`config.mk`:
```
export PLATFORM = sky130hd
export DESIGN_NAME = hex_word_ascii_tx
export DESIGN_NICKNAME = d
export VERILOG_FILES = /design/src/rtl/hex_word_ascii_tx_pkg.sv /design/src/rtl/hex_word_ascii_tx_nibble2ascii.sv /design/src/rtl/hex_word_ascii_tx.sv
export SDC_FILE = /design/constraint.sdc
export NUM_CORES = 1
export LEC_CHECK = 0
export CORE_ASPECT_RATIO = 1.5
export CORE_MARGIN = 2
export CORE_UTILIZATION = 49
export DETAILED_ROUTE_END_ITERATION = 6
export PLACE_DENSITY = 0.86
export SYNTH_ARGS = -nofsm -noshare
export SYNTH_HDL_FRONTEND = slang
export SYNTH_SLANG_ARGS = --single-unit
```
`constraint.sdc`:
```
create_clock -name clk -period 2.5 [get_ports clk]
set_input_delay 0.625 -clock clk [delete_from_list [all_inputs] [get_ports clk]]
set_output_delay 0.625 -clock clk [all_outputs]
set_load 0.01 [all_outputs]
```
`src/rtl/hex_word_ascii_tx_pkg.sv`:
```
// Shared constants and FSM encoding for the hex-word ASCII transmitter.
package hex_word_ascii_tx_pkg;

  localparam logic [7:0] CHAR_CR   = 8'h0d;
  localparam logic [7:0] CHAR_LF   = 8'h0a;
  localparam logic [7:0] CHAR_0    = 8'h30;
  localparam logic [7:0] CHAR_A_LC = 8'h61;

  typedef enum logic [1:0] {
    ST_IDLE  = 2'd0,
    ST_DIGIT = 2'd1,
    ST_CR    = 2'd2,
    ST_LF    = 2'd3
  } state_e;

  // A single-digit word still needs a 1-bit counter.
  function automatic int cnt_width(input int digits);
    return (digits > 1) ? $clog2(digits) : 1;
  endfunction

endpackage

```
`src/rtl/hex_word_ascii_tx_nibble2ascii.sv`:
```
// Combinational nibble to lowercase ASCII hex digit; inverse of the ASCII-to-nibble decoder.
module nibble2ascii
  import hex_word_ascii_tx_pkg::*;
(
  input  logic [3:0] i_nibble,
  output logic [7:0] o_char
);

  // Digits 0-9 map onto '0'..'9', 10-15 onto 'a'..'f'.
  always_comb begin
    if (i_nibble < 4'd10) begin
      o_char = CHAR_0 + {4'h0, i_nibble};
    end else begin
      o_char = CHAR_A_LC + {4'h0, i_nibble} - 8'd10;
    end
  end

endmodule

```
`src/rtl/hex_word_ascii_tx.sv`:
```
// Serialises a word into lowercase ASCII hex characters, MSB nibble first,
// optionally followed by CR LF, one character per valid/ready handshake.
module hex_word_ascii_tx
  import hex_word_ascii_tx_pkg::*;
#(
  parameter int DATA_W         = 32,
  parameter bit APPEND_NEWLINE = 1'b1
) (
  input  logic              clk,
  input  logic              rst_n,
  input  logic              in_valid,
  output logic              in_ready,
  input  logic [DATA_W-1:0] in_data,
  output logic              out_valid,
  input  logic              out_ready,
  output logic [7:0]        out_char,
  output logic              out_last,
  output logic              busy
);

  localparam int DIGITS = DATA_W / 4;
  localparam int CNT_W  = cnt_width(DIGITS);

  state_e              r_state;
  state_e              w_state_nxt;
  logic [DATA_W-1:0]   r_shift;
  logic [DATA_W-1:0]   w_shift_nxt;
  logic [CNT_W-1:0]    r_cnt;
  logic [CNT_W-1:0]    w_cnt_nxt;
  logic [7:0]          r_out_char;
  logic                r_out_last;
  logic                r_out_valid;
  logic                r_in_ready;
  logic                r_busy;
  logic [7:0]          w_digit_char;
  logic [7:0]          w_char_nxt;
  logic                w_last_nxt;

  // Outputs are precomputed from the next state so they are registered yet zero-latency.
  nibble2ascii u_nibble2ascii (
    .i_nibble (w_shift_nxt[DATA_W-1 -: 4]),
    .o_char   (w_digit_char)
  );

  // Next-state, shift-register and digit-counter logic.
  always_comb begin
    w_state_nxt = r_state;
    w_shift_nxt = r_shift;
    w_cnt_nxt   = r_cnt;
    case (r_state)
      ST_IDLE: begin
        if (in_valid) begin
          w_shift_nxt = in_data;
          w_cnt_nxt   = CNT_W'(DIGITS - 1);
          w_state_nxt = ST_DIGIT;
        end else begin
          w_state_nxt = ST_IDLE;
        end
      end
      ST_DIGIT: begin
        if (out_ready) begin
          w_shift_nxt = r_shift << 4;
          w_cnt_nxt   = r_cnt - CNT_W'(1);
          if (r_cnt == CNT_W'(0)) begin
            w_state_nxt = APPEND_NEWLINE ? ST_CR : ST_IDLE;
          end else begin
            w_state_nxt = ST_DIGIT;
          end
        end else begin
          w_state_nxt = ST_DIGIT;
        end
      end
      ST_CR: begin
        if (out_ready) begin
          w_state_nxt = ST_LF;
        end else begin
          w_state_nxt = ST_CR;
        end
      end
      ST_LF: begin
        if (out_ready) begin
          w_state_nxt = ST_IDLE;
        end else begin
          w_state_nxt = ST_LF;
        end
      end
      default: w_state_nxt = ST_IDLE;
    endcase
  end

  // Character and last flag to present once the next state is entered.
  always_comb begin
    w_char_nxt = 8'h00;
    w_last_nxt = 1'b0;
    case (w_state_nxt)
      ST_DIGIT: begin
        w_char_nxt = w_digit_char;
        w_last_nxt = !APPEND_NEWLINE && (w_cnt_nxt == CNT_W'(0));
      end
      ST_CR: begin
        w_char_nxt = CHAR_CR;
        w_last_nxt = 1'b0;
      end
      ST_LF: begin
        w_char_nxt = CHAR_LF;
        w_last_nxt = 1'b1;
      end
      default: begin
        w_char_nxt = 8'h00;
        w_last_nxt = 1'b0;
      end
    endcase
  end

  // State and output registers; reset abandons any word in flight.
  always_ff @(posedge clk) begin
    if (!rst_n) begin
      r_state     <= ST_IDLE;
      r_shift     <= '0;
      r_cnt       <= '0;
      r_out_char  <= 8'h00;
      r_out_last  <= 1'b0;
      r_out_valid <= 1'b0;
      r_in_ready  <= 1'b1;
      r_busy      <= 1'b0;
    end else begin
      r_state     <= w_state_nxt;
      r_shift     <= w_shift_nxt;
      r_cnt       <= w_cnt_nxt;
      r_out_char  <= w_char_nxt;
      r_out_last  <= w_last_nxt;
      r_out_valid <= (w_state_nxt != ST_IDLE);
      r_in_ready  <= (w_state_nxt == ST_IDLE);
      r_busy      <= (w_state_nxt != ST_IDLE);
    end
  end

  assign in_ready  = r_in_ready;
  assign out_valid = r_out_valid;
  assign out_char  = r_out_char;
  assign out_last  = r_out_last;
  assign busy      = r_busy;

endmodule

```
==> out/qor.yml <==
sta:
  fin_ws_ns: 0.321
  rsz0062_at_grt: "no"
  setup_viol: 0
  drv_slew: 0
  finalCritPeriodShare_pct: 87.2
  min_period_ns: 2.18
  finalClockSkew_ns: 0.00829
  final_hold_viol_count: 0
  fmax_mhz: 459
  fin_setup_tns_ns: 0
synthesis:
  synth_top_area_cell: "dfxtp_1"
  syn-num-nets: 264
  yosys_warnings: 0
  syn_inst: 225
  netlist_area_um2: 2000
  netlist_top_cells_count: "47 x dfxtp_1, 29 x a21oi_1, 29 x a22oi_1, 29 x nand2_1, 15 x nor2_1"
  synth-async-reset-ratio_pct: 0
  yosysUniqueCellTypes: 39
  synth.most_common_cell: "dfxtp_1"
  avgSynthCellArea_um2: 8.89
  ys.flop_type: "dfxtp_1"
  post-synth-top-area-fraction_pct: 47.1
  synth-edff-count: 0
  ys_ff_latch: 47
  synth_area_leaders: "dfxtp_1 47%, a22oi_1 11%, a21oi_1 7.3%"
  seq_area_frac_synth_pct: 47.1
power:
  seq_power_share_pct: 44.9
  switching_power_mw: 0.488
  peakVddDrop_mv: 0.715
  power_density_nw_per_um2: 702
  swShare_pct: 25.8
  pwr-share-clk_pct: 35.3
  power_frac_comb_pct: 19.8
  internal_power_mw: 1.40
  p_leak_nw: 1.02
critical_path:
  reg2reg_from: "r_state[1]"
  worstPathMaxFanout: 8
  worstPathArrival_ns: 2.43
  crit_type: "primary input to flip-flop"
  slowest_stage: "clkdlybuf4s50_1"
  required_ns: 2.75
  critPathBufInv: 2
  path_cells: "clkdlybuf4s50_1 > buf_4 > nand3b_1 > o21ai_1 > a221oi_4 > ha_1 > a22o_1 > a21oi_1"
  r2r-end: "out_char[1]"
  reg2reg_depth: 6
  worstSetupEndpointType: "flip-flop"
  cp-start-kind: "primary input"
  r2r_setup_slack_ns: 0.57
  slowest_delay_ns: 0.54
  crit_family: "buffers and inverters"
grt:
  antenna_found_initial: 0
  grt_first_pass_wirelength_um: 7220
  grt_overflow: 0
  grt_max_degree: 32
  gr-usage-all-layers_pct: 20.0
  grt_pass1_vias: 1707
status:
  status: "finished, final reports clean"
worst_hold_path:
  hp-start: "r_shift[14]"
  hp-class: "flip-flop to flip-flop"
  hold_depth: 2
  min_to: "r_shift[14]"
detailed_routing:
  dr.pass1.iters: 5
  routedWlPerCell_um: 13.7
  drt_iter0_markers: 42
  antenna_left: 0
  vias_per_cell: 5.70
  drc: 0
  vias: 1829
  wl_um: 4400
layout:
  area_growth_pct: 34.6
  drive_gt1_share_pct: 10.5
  nets: 314
  n_fill_cell: 307
  final_util_pct: 68.6
  antennaDiodeCount: 0
clocking:
  cts_resized: 0
  cts_buffer_depth: 2
  cts_hold_buf: 0
  clk-insertion-delay-late_ns: 0.31
  htree_levels: 2
  clkTransAtPathRegs_ns: 0.09
  numCtsBuffers: 5
  post_cts_buffers: 0
  cts_sinks: 47
  cts_root_buf: "clkbuf_8"
  tritoncts: "done"
place:
  hpwl_um: 3100
  pre_cts_slack_ns: 0.0179
  gp_congestion: 0.821
  port-buffer-count: 46
die:
  num_rows: 28
  core_area_um2: 3920
  dieArea_um2: 4620
  die_y_um: 82.2
  ios: 48
  start_util_pct: 51.0
  die_x_um: 56.2
job:
  cap_violations: 0
[cells by family (layout without fill, tap and decap cells)]
kind of cell	count (synthesis)	count (layout)	synth area share, %
flops	47	47	47.1
buf+inv	27	78	6.32
simple gates	65	65	15.6
compound gates	80	80	28.0
xor+xnor	2	2	0.876
fa+ha+maj	3	3	1.88
other cells	1	1	0.188
[per-stage QoR]
stage | std cells | hold WS, ns | total power, mW | instance area [um2]
6_report | 321 | 0.456 | 1.89 | 2690
2_1_floorplan | 225 | 0.428 | 1.08 | 2000
5_1_grt | 321 | 0.476 | 1.97 | 2690
4_1_cts | 321 | 0.456 | 1.89 | 2690
3_5_place_dp | 313 | 0.443 | 1.24 | 2550
3_3_place_gp | 313 | 0.437 | 1.23 | 2550
[worst min-delay path, cell delays in order (launching register included)]
cell,delay (ns)
dfxtp_1,0.32
nand2_1,0.05
a21oi_1,0.05
[metal layers]
| layer | part of all wire (%) | up-vias | GRT usage [%] | wire length, um |
|---|---|---|---|---|
| met5 | 0 | - | 0 | 0 |
| met4 | 2.4 | 0 | 10.0 | 104 |
| met3 | 5.5 | 10 | 5.14 | 240 |
| met2 | 54 | 63 | 37.1 | 2390 |
| met1 | 38 | 856 | 20.8 | 1670 |
| li1 | - | 900 | - | - |
[placed cells by master (no fill, tap or decap), drive strengths merged, types with 2 or more instances in the layout]
cell type       n
dfxtp          47
clkdlybuf4s50  46
a22oi          29
nand2          29
a21oi          29
nor2           16
buf            15
inv             9
o21ai           8
clkbuf          5
nor2b           3
and3b           3
nor3            3
ha              3
nand3b          2
a31oi           2
nand2b          2
nand3           2
a211oi          2
xnor2           2
bufinv          2
a221oi          2
nor3b           2
[state kept, by name (all words and copies together), names as in the netlist]
| signal | count |
|---|---|
| busy | 1 |
| in_ready | 1 |
| out_char | 7 |
| r_cnt | 3 |
| r_state | 2 |
| r_shift | 32 |
| out_last | 1 |
[power groups by stage]
stage          Combinational [mW]  Clock, mW  Sequential [mW]
2_1_floorplan               0.216          0            0.862
3_3_place_gp                0.364          0            0.862
3_5_place_dp                0.373          0            0.864
4_1_cts                     0.375      0.673            0.847
5_1_grt                     0.412      0.701            0.854
6_report                    0.374      0.667            0.847
[worst max-delay path by stage]
stage / start / end / slack (ns) / cells past startpoint
2_1_floorplan: out_ready / out_char[1] / 0.55 / 7
3_3_place_gp: in_valid / out_char[1] / 0.05 / 8
3_5_place_dp: in_valid / out_char[1] / 0.02 / 8
4_1_cts: out_ready / out_char[1] / 0.33 / 8
5_1_grt: in_valid / out_char[1] / 0.24 / 8
6_report: out_ready / out_char[1] / 0.32 / 8
[final cells by class]
class,instances,area (um2),share of cell area (%)
Sequential cell,47,941,35.0
Inverter,9,33.8,1.26
Clock buffer,5,68.8,2.56
Multi-Input combinational cell,151,938,34.9
Clock inverter,3,67.6,2.51
Tap cell,45,56.3,2.09
Timing Repair Buffer,61,586,21.8
(Power assumes the default switching activity.)
